**src/rtl/comparator_sliced_seq.sv**
```systemverilog
// Multi-cycle magnitude comparator: walks the operands MSB slice first and stops on the first unequal slice.
// Optional two's-complement ordering is enabled by defining COMPARATOR_SIGNED_MODE_EN.
module comparator_sliced_seq #(
    parameter int DATA_WIDTH  = 32,
    parameter int SLICE_WIDTH = 8
) (
    input  logic                                           Clock_In,
    input  logic                                           Reset_In,
    input  logic                                           Start_In,
    input  logic [DATA_WIDTH-1:0]                          Data_A_In,
    input  logic [DATA_WIDTH-1:0]                          Data_B_In,
    input  logic                                           Signed_Mode_In,
    output logic                                           Busy_Out,
    output logic                                           Done_Out,
    output logic                                           A_Less_Than_B_Out,
    output logic                                           A_Equal_To_B_Out,
    output logic                                           A_Greater_Than_B_Out,
    output logic [$clog2(DATA_WIDTH/SLICE_WIDTH+1)-1:0]    Slices_Used_Out
);

    localparam int NUM_SLICES = DATA_WIDTH / SLICE_WIDTH;
    localparam int CNT_W      = $clog2(NUM_SLICES + 1);

    typedef enum logic [1:0] {
        IDLE    = 2'd0,
        COMPARE = 2'd1,
        DONE    = 2'd2
    } state_t;

    state_t                  state, state_next;
    logic [DATA_WIDTH-1:0]   a_reg, b_reg;
    logic [CNT_W-1:0]        slice_cnt;
    logic [SLICE_WIDTH-1:0]  a_top, b_top;
    logic                    last_slice;
    logic                    accept;
    logic                    sign_flip;

`ifdef COMPARATOR_SIGNED_MODE_EN
    assign sign_flip = Signed_Mode_In;
`else
    logic unused_signed_mode;
    assign unused_signed_mode = Signed_Mode_In;
    assign sign_flip          = 1'b0;
`endif

    // Operands shift left each cycle, so the slice under test is always the top one.
    // Inverting the operand MSB at capture gives offset-binary, i.e. signed ordering.
    assign a_top      = a_reg[DATA_WIDTH-1 -: SLICE_WIDTH];
    assign b_top      = b_reg[DATA_WIDTH-1 -: SLICE_WIDTH];
    assign last_slice = (slice_cnt == CNT_W'(NUM_SLICES - 1));
    assign accept     = Start_In && (state != COMPARE);

    assign Busy_Out = (state == COMPARE);
    assign Done_Out = (state == DONE);

    // NOTE: sequential state uses non-blocking assignments so every register samples pre-edge values.
    always_ff @(posedge Clock_In) begin
        if (Reset_In) begin
            state <= IDLE;
        end else begin
            state <= state_next;
        end
    end

    // NOTE: defaults first so no path through this block leaves state_next unassigned (no latch).
    always_comb begin
        state_next = state;
        case (state)
            IDLE, DONE: begin
                state_next = accept ? COMPARE : IDLE;
            end
            COMPARE: begin
                if (a_top != b_top || last_slice) begin
                    state_next = DONE;
                end
            end
            default: state_next = IDLE;
        endcase
    end

    always_ff @(posedge Clock_In) begin
        if (Reset_In) begin
            a_reg                <= '0;
            b_reg                <= '0;
            slice_cnt            <= '0;
            A_Less_Than_B_Out    <= 1'b0;
            A_Equal_To_B_Out     <= 1'b0;
            A_Greater_Than_B_Out <= 1'b0;
            Slices_Used_Out      <= '0;
        end else if (accept) begin
            a_reg                <= Data_A_In ^ {sign_flip, {(DATA_WIDTH-1){1'b0}}};
            b_reg                <= Data_B_In ^ {sign_flip, {(DATA_WIDTH-1){1'b0}}};
            slice_cnt            <= '0;
            A_Less_Than_B_Out    <= 1'b0;
            A_Equal_To_B_Out     <= 1'b0;
            A_Greater_Than_B_Out <= 1'b0;
            Slices_Used_Out      <= '0;
        end else if (state == COMPARE) begin
            if (a_top < b_top) begin
                A_Less_Than_B_Out <= 1'b1;
                Slices_Used_Out   <= slice_cnt + CNT_W'(1);
            end else if (a_top > b_top) begin
                A_Greater_Than_B_Out <= 1'b1;
                Slices_Used_Out      <= slice_cnt + CNT_W'(1);
            end else if (last_slice) begin
                A_Equal_To_B_Out <= 1'b1;
                Slices_Used_Out  <= CNT_W'(NUM_SLICES);
            end else begin
                a_reg     <= a_reg << SLICE_WIDTH;
                b_reg     <= b_reg << SLICE_WIDTH;
                slice_cnt <= slice_cnt + CNT_W'(1);
            end
        end
    end

endmodule
```
**config.mk**
```make
export PLATFORM = sky130hd
export DESIGN_NAME = comparator_sliced_seq
export DESIGN_NICKNAME = d
export VERILOG_FILES = /design/src/rtl/comparator_sliced_seq.sv
export SDC_FILE = /design/constraint.sdc
export NUM_CORES = 1
export LEC_CHECK = 0
export BUFFER_PORTS_ARGS = -buffer_cell sky130_fd_sc_hd__clkbuf_2
export CAP_MARGIN = 10
export CORE_ASPECT_RATIO = 1.75
export CORE_UTILIZATION = 30
export DETAILED_ROUTE_END_ITERATION = 12
export GPL_ROUTABILITY_DRIVEN = 0
export PLACE_DENSITY = 0.5
export SYNTH_ARGS = -nofsm -noshare
export SYNTH_HDL_FRONTEND = slang
export SYNTH_SLANG_ARGS = --single-unit
```
**constraint.sdc**
```tcl
create_clock -name Clock_In -period 1.95 [get_ports Clock_In]
set_input_delay 0.39 -clock Clock_In [delete_from_list [all_inputs] [get_ports Clock_In]]
set_output_delay 0.39 -clock Clock_In [all_outputs]
set_load 0.005 [all_outputs]
```
Yosys cells after proc, flatten, opt, wreduce, memory -nomap -nowiden

Index checks and enable logic that the tools add are counted.

Bits in registers: 75
Bits in latches: 0
Memory bits (writable): 0
Bits in read-only memories: 0
Bits of input ports: 68
Output and inout port bits: 8
Memories kept: 0

Add/subtract/negate cells: 1
Multiply operators: 0
Divide/modulo/power cells: 0
Order comparisons: 2
Equality and inequality tests: 9
Shift operators: 0
Multiplexer cells: 16
Bitwise operators: 3
Reduce and logical (&&, ||, !) cells: 13

Operator list:

| cell                | number |
|---|---|
| $mux 32             | 10 |
| $reduce_and 4->1    | 3 |
| $mux 3              | 3 |
| $gt 8x8->1          | 1 |
| $lt 8x8->1          | 1 |
| $ne 8x8->1          | 1 |
| $ne 2x1->1 const B  | 3 |
| $ne 2x2->1 const B  | 2 |
| $pmux 2 s2          | 1 |
| $reduce_and 2->1    | 2 |
| $reduce_or 2->1     | 2 |
| $add 3x1->3 const B | 1 |
| $eq 3x2->1 const B  | 1 |
| $not 1->1           | 3 |
| $reduce_and 3->1    | 1 |
| $reduce_bool 3->1   | 1 |
| $eq 2x1->1 const B  | 1 |
| $eq 2x2->1 const B  | 1 |
| $logic_not 2->1     | 1 |
| $mux 2              | 1 |
| $reduce_bool 2->1   | 1 |
| $logic_and 1x1->1   | 1 |
| $logic_or 1x1->1    | 1 |
| $mux 1              | 1 |

Longest topological paths before layout

Depth after elaboration: 6
Mapped depth: 9

Worst setup path after synthesis

No wires, ideal clock.

Path type: register -> register
From: register b_reg[25]
To: register a_reg[25]
Setup time: 0.091 ns
Arrival: 1.845 ns
Setup slack: 0.014 ns
Stages on the path, launching flop included: 10
Cell sequence: dfxtp_1 -> inv_1 -> ha_1 -> nor2b_1 -> o211a_1 -> o31ai_1 -> buf_4 -> buf_4 -> nand2_1 -> a311oi_1

Cells in the longest elaborated chain, start to end: 3
Elaborated cells on any way between the ends: 5
Those cells by class: order compare (2); eq/ne (2); reduce/logical (1)

Ends and longest elaborated chain:

| item                                            | RTL line | RTL |
|---|---|---|
| from (decl)                                     | 31       | `logic [DATA_WIDTH-1:0] a_reg, b_reg;` |
| from (signal assigned)                          | 92       | `b_reg <= Data_B_In ^ {sign_flip, {(DATA_WIDTH-1){1'b0}}};` |
| from (signal assigned)                          | 110      | `b_reg <= b_reg << SLICE_WIDTH;` |
| $gt 8x8->1 / $lt 8x8->1 (equally long branches) | 102, 99  |  |
| $ne 2x2->1 (no source line)                     | -        |  |
| $reduce_and 4->1 (no source line) (*)           | -        |  |
| to (signal assigned)                            | 91       | `a_reg <= Data_A_In ^ {sign_flip, {(DATA_WIDTH-1){1'b0}}};` |
| to (signal assigned)                            | 109      | `a_reg <= a_reg << SLICE_WIDTH;` |
| to (decl)                                       | 31       |  |

Every way passes the cells marked *; elsewhere a longest branch is shown, timed or not.
A chain may end at the register's enable or synchronous reset.

Worst setup path after layout

From: register b_reg[29]
To: register b_reg[30]

Cells in the longest elaborated chain, start to end: 3
Elaborated cells on any way between the ends: 5
Those cells by class: order compare (2); eq/ne (2); reduce/logical (1)

Ends and longest elaborated chain:

| item                                            | RTL line |
|---|---|
| $gt 8x8->1 / $lt 8x8->1 (equally long branches) | 102, 99 |
| $ne 2x2->1 (no source line)                     | - |
| $reduce_and 4->1 (no source line) (*)           | - |

Marks and branches as above.

==> impl_results.md <==
* Worst Slack Setup Final at -212.3 ps
* Largest net degree at the start of global routing at 53
* Outcome: finished, violations left
* Cell Area, Synth at 3397 µm²
* Initial antenna violation count at 0
* EDFF count, synth at 0
* Pleak at around 2 nW
* Worst setup EP type: flop
* GR Overflow Total at 0
* 1st-iter DRT viols at ~170
* Unrepaired setup endpoints after global routing: yes
* Worst setup path category: flop to flop
* Final Skew at around 5.8 ps
* First-pass GRT wire length at 15,370 µm
* TritonRoute pass-1 iters at 4
* CTS sink count at 75
* Syn nets at 503
* Synth Area in XOR/XNOR at less than 1%
* Dpl cell area at 3964 µm²
* Mux share of post-synthesis cell area at 0%
* Cells after synthesis at roughly 430
* DRC at 0
* Port Buffer Count at 74
* Area Overhead vs Synth at 54.03%
* HP Class: input port to flop
* GRT Total Usage at between 10% and 20%
* Die width at roughly 82 µm
* Largest family of logic cells by synthesized area: simple AND/OR/NAND/NOR gates
* Slew Limit Headroom at approximately two thirds
* Post-Synth Adder-Cell Area at under 10%
* Root Driver: clkbuf_16
* Synth cell types at 33
* Critical Path AT at between 2000 and 2500 ps
* Via Count at between 3,000 and 4,000
* Crit path cell chain: inv_2 -> ha_4 -> nand4_1 -> nor4_4 -> o31a_4 -> clkbuf_16 -> nand2_1 -> a311oi_1
* Core area at 11,100 µm²
* DR WL/cell at around 17 µm
* DP Wirelength at between 6000 and 7000 µm
* Element type at the critical path start: flop
* Num CTS Buffers at 9
* Slew at the pin closest to its max-slew limit at 469.2 ps
* Final hold violation count at 0
* WP data required at 2170 ps
* CTS max path bufs at 2
* Yosys reg bits at 75
* Nets at 591
* CTS tree: built
* Peak supply drop at around 0.5 mV
* Post-route setup TNS at -9043 ps
* Share of layout cells above drive strength 1 at between 40% and 50%
* Die height at between 100 and 150 µm
* Syn Area/Cell at approximately 8 µm²
* FFs w/ async S/R, synth at 0%
* Initial Utilization at 30.59%
* Slew Limit Fails at 0
* Failing checks: negative setup slack
* Remaining antenna violation count at 0
* Post-Synth Simple-Gate Area at 29.83%
* Pwr dens at 797.3 nW/µm²
* Antenna fix cells at 0
* Seq/Total Area, Yosys at 44.20%
* Slowest cell on crit path: nor4_4
* Die area at 11,770 µm²
* Crit Path Max Fanout at 8
* Top Ports at 76
* Cts hold-fix bufs at 0
* # H-tree levels at 3
* Biggest cell delay along the critical path at between 300 and 400 ps
* Clock-pin slew on the worst setup and hold paths at roughly 50 ps
* Compound-gate portion of the synthesized area at approximately 15%
* Vias/cell at 5.175
* Vias in the first global route at about 3,200
* Min Tclk post-route at between 2000 and 2500 ps
* Synth Warn # at 0
* Final instance area at about 5200 µm²
* Row count at 51
* F_max at ~460 MHz
* Final Cycle Share at 110.9%
* Prevailing post-synth register cell: dfxtp_1
* Max Cap Viol at 0
* Clock latency on the worst-skew pair at ~330 ps
* Post-detailed-routing wire length at between 10,000 and 15,000 µm
* Setup violators final at a little under 70
-- per-layer routing --
metal  global-route usage, %  wire length (µm)  vias to the layer above
li1                        -                 -                     1669
met1                   19.94              4257                     1584
met2                   29.84              5833                       83
met3                   3.898               352                       28
met4                   10.62               477                        0
met5                       0                 0                        -
-- Yosys cell counts, types with 3 or more instances --
master    number  share of area (%)
a211oi_1       5                1.1
a21oi_1       25                3.7
a311oi_1      28                7.2
buf_4          6                1.3
buf_6          5                1.7
clkbuf_1      24                2.7
dfxtp_1       75                 44
ha_1          10                3.7
inv_1         10                1.1
nand2_1       87                9.6
nand2b_1       3               0.55
nand3_1       17                2.5
nor2_1        53                5.9
nor3_1        35                5.2
nor4_1        10                1.8
nor4_2         6                2.2
o21ai_0        3               0.44
-- kinds of logic after synthesis --
logic type / after synthesis
compound gates: 71
xor+xnor: 1
fa+ha+maj: 10
buf+inv: 48
flops: 75
simple gates: 220
-- critical path, delay by kind of cell (launching register included) --
family                   cells  cell delay [ps]
AO/OA/AOI/OAI                2              580
buffers and inverters        2              240
flip-flops                   1              330
AND/OR/NAND/NOR              3              640
adder cells (fa/ha/maj)      1              260
-- final cells by class --
type	instances	area [µm²]
Clock buffer	15	277.8
Sequential cell	75	1511
Timing Repair Buffer	115	1028
Fill cell	1078	5871
Inverter	10	37.54
Clock inverter	1	30.03
Tap cell	132	165.2
Multi-Input combinational cell	302	2182
-- cell usage in the layout, fill, tap and decap left out, types with 2 or more instances in the layout --
| master | count |
|---|---|
| a211oi_1 | 4 |
| inv_1 | 4 |
| nand4_1 | 2 |
| nor3_4 | 5 |
| o22ai_2 | 2 |
| ha_1 | 3 |
| nand2_1 | 77 |
| buf_6 | 8 |
| nand2_4 | 4 |
| clkbuf_2 | 74 |
| buf_12 | 10 |
| nor4_2 | 7 |
| buf_4 | 12 |
| a21oi_1 | 14 |
| ha_4 | 7 |
| clkbuf_1 | 3 |
| nand3_2 | 15 |
| nor4_1 | 9 |
| clkbuf_16 | 14 |
| buf_16 | 5 |
| nor3_1 | 16 |
| nor2_1 | 52 |
| nand2_2 | 6 |
| dfxtp_1 | 67 |
| dfxtp_2 | 8 |
| nand2b_1 | 3 |
| a311oi_2 | 8 |
| nor3_2 | 14 |
| clkbuf_8 | 3 |
| a311oi_1 | 20 |
| inv_2 | 6 |
| a21oi_2 | 10 |
-- what timing repair did --
action / CTS / global route
gates cloned: 5 / 6
hold endpoints to repair: 0 / 0
pin swaps: 21 / 37
buffers inserted: 8 / 2
gates resized for setup: 52 / 79
setup endpoints to repair: 70 / 70
-- path summary, 6_finish.rpt --
check / to / slack, ps / cells past startpoint / from
setup / recovery: b_reg[30]$_SDFFE_PP0P_ / -210 / 8 / b_reg[29]$_SDFFE_PP0P_
hold / removal: a_reg[7]$_SDFFE_PP0P_ / 280 / 3 / Data_A_In[7]
setup reg to reg: b_reg[30]$_SDFFE_PP0P_ / -210 / 8 / b_reg[29]$_SDFFE_PP0P_
hold reg to reg: A_Equal_To_B_Out$_SDFFE_PP0P_ / 450 / 2 / A_Equal_To_B_Out$_SDFFE_PP0P_
-- metrics by stage --
step | utilization (%) | setup slack, ps | hold slack, ps | std cells | power (mW)
detailed placement | 35.70 | -198.6 | 445.2 | 613 | 2.267
global placement | 35.70 | -125.5 | 439.2 | 613 | 2.252
global route | 47.13 | -312.3 | 272.5 | 650 | 4.357
floorplan | - | 13.80 | 435.6 | 425 | 2.049
finish | 47.13 | -212.3 | 277.7 | 650 | 4.172
CTS | 42.42 | -153.3 | 270.4 | 642 | 4.072
-- where the power goes --
group | internal (mW) | total [mW] | switching (mW)
sequential | 1.65 | 1.73 | 0.0832
combinational | 0.349 | 0.725 | 0.375
clock | 1.10 | 1.72 | 0.618
Note: power is estimated with default switching activity, not from simulation.
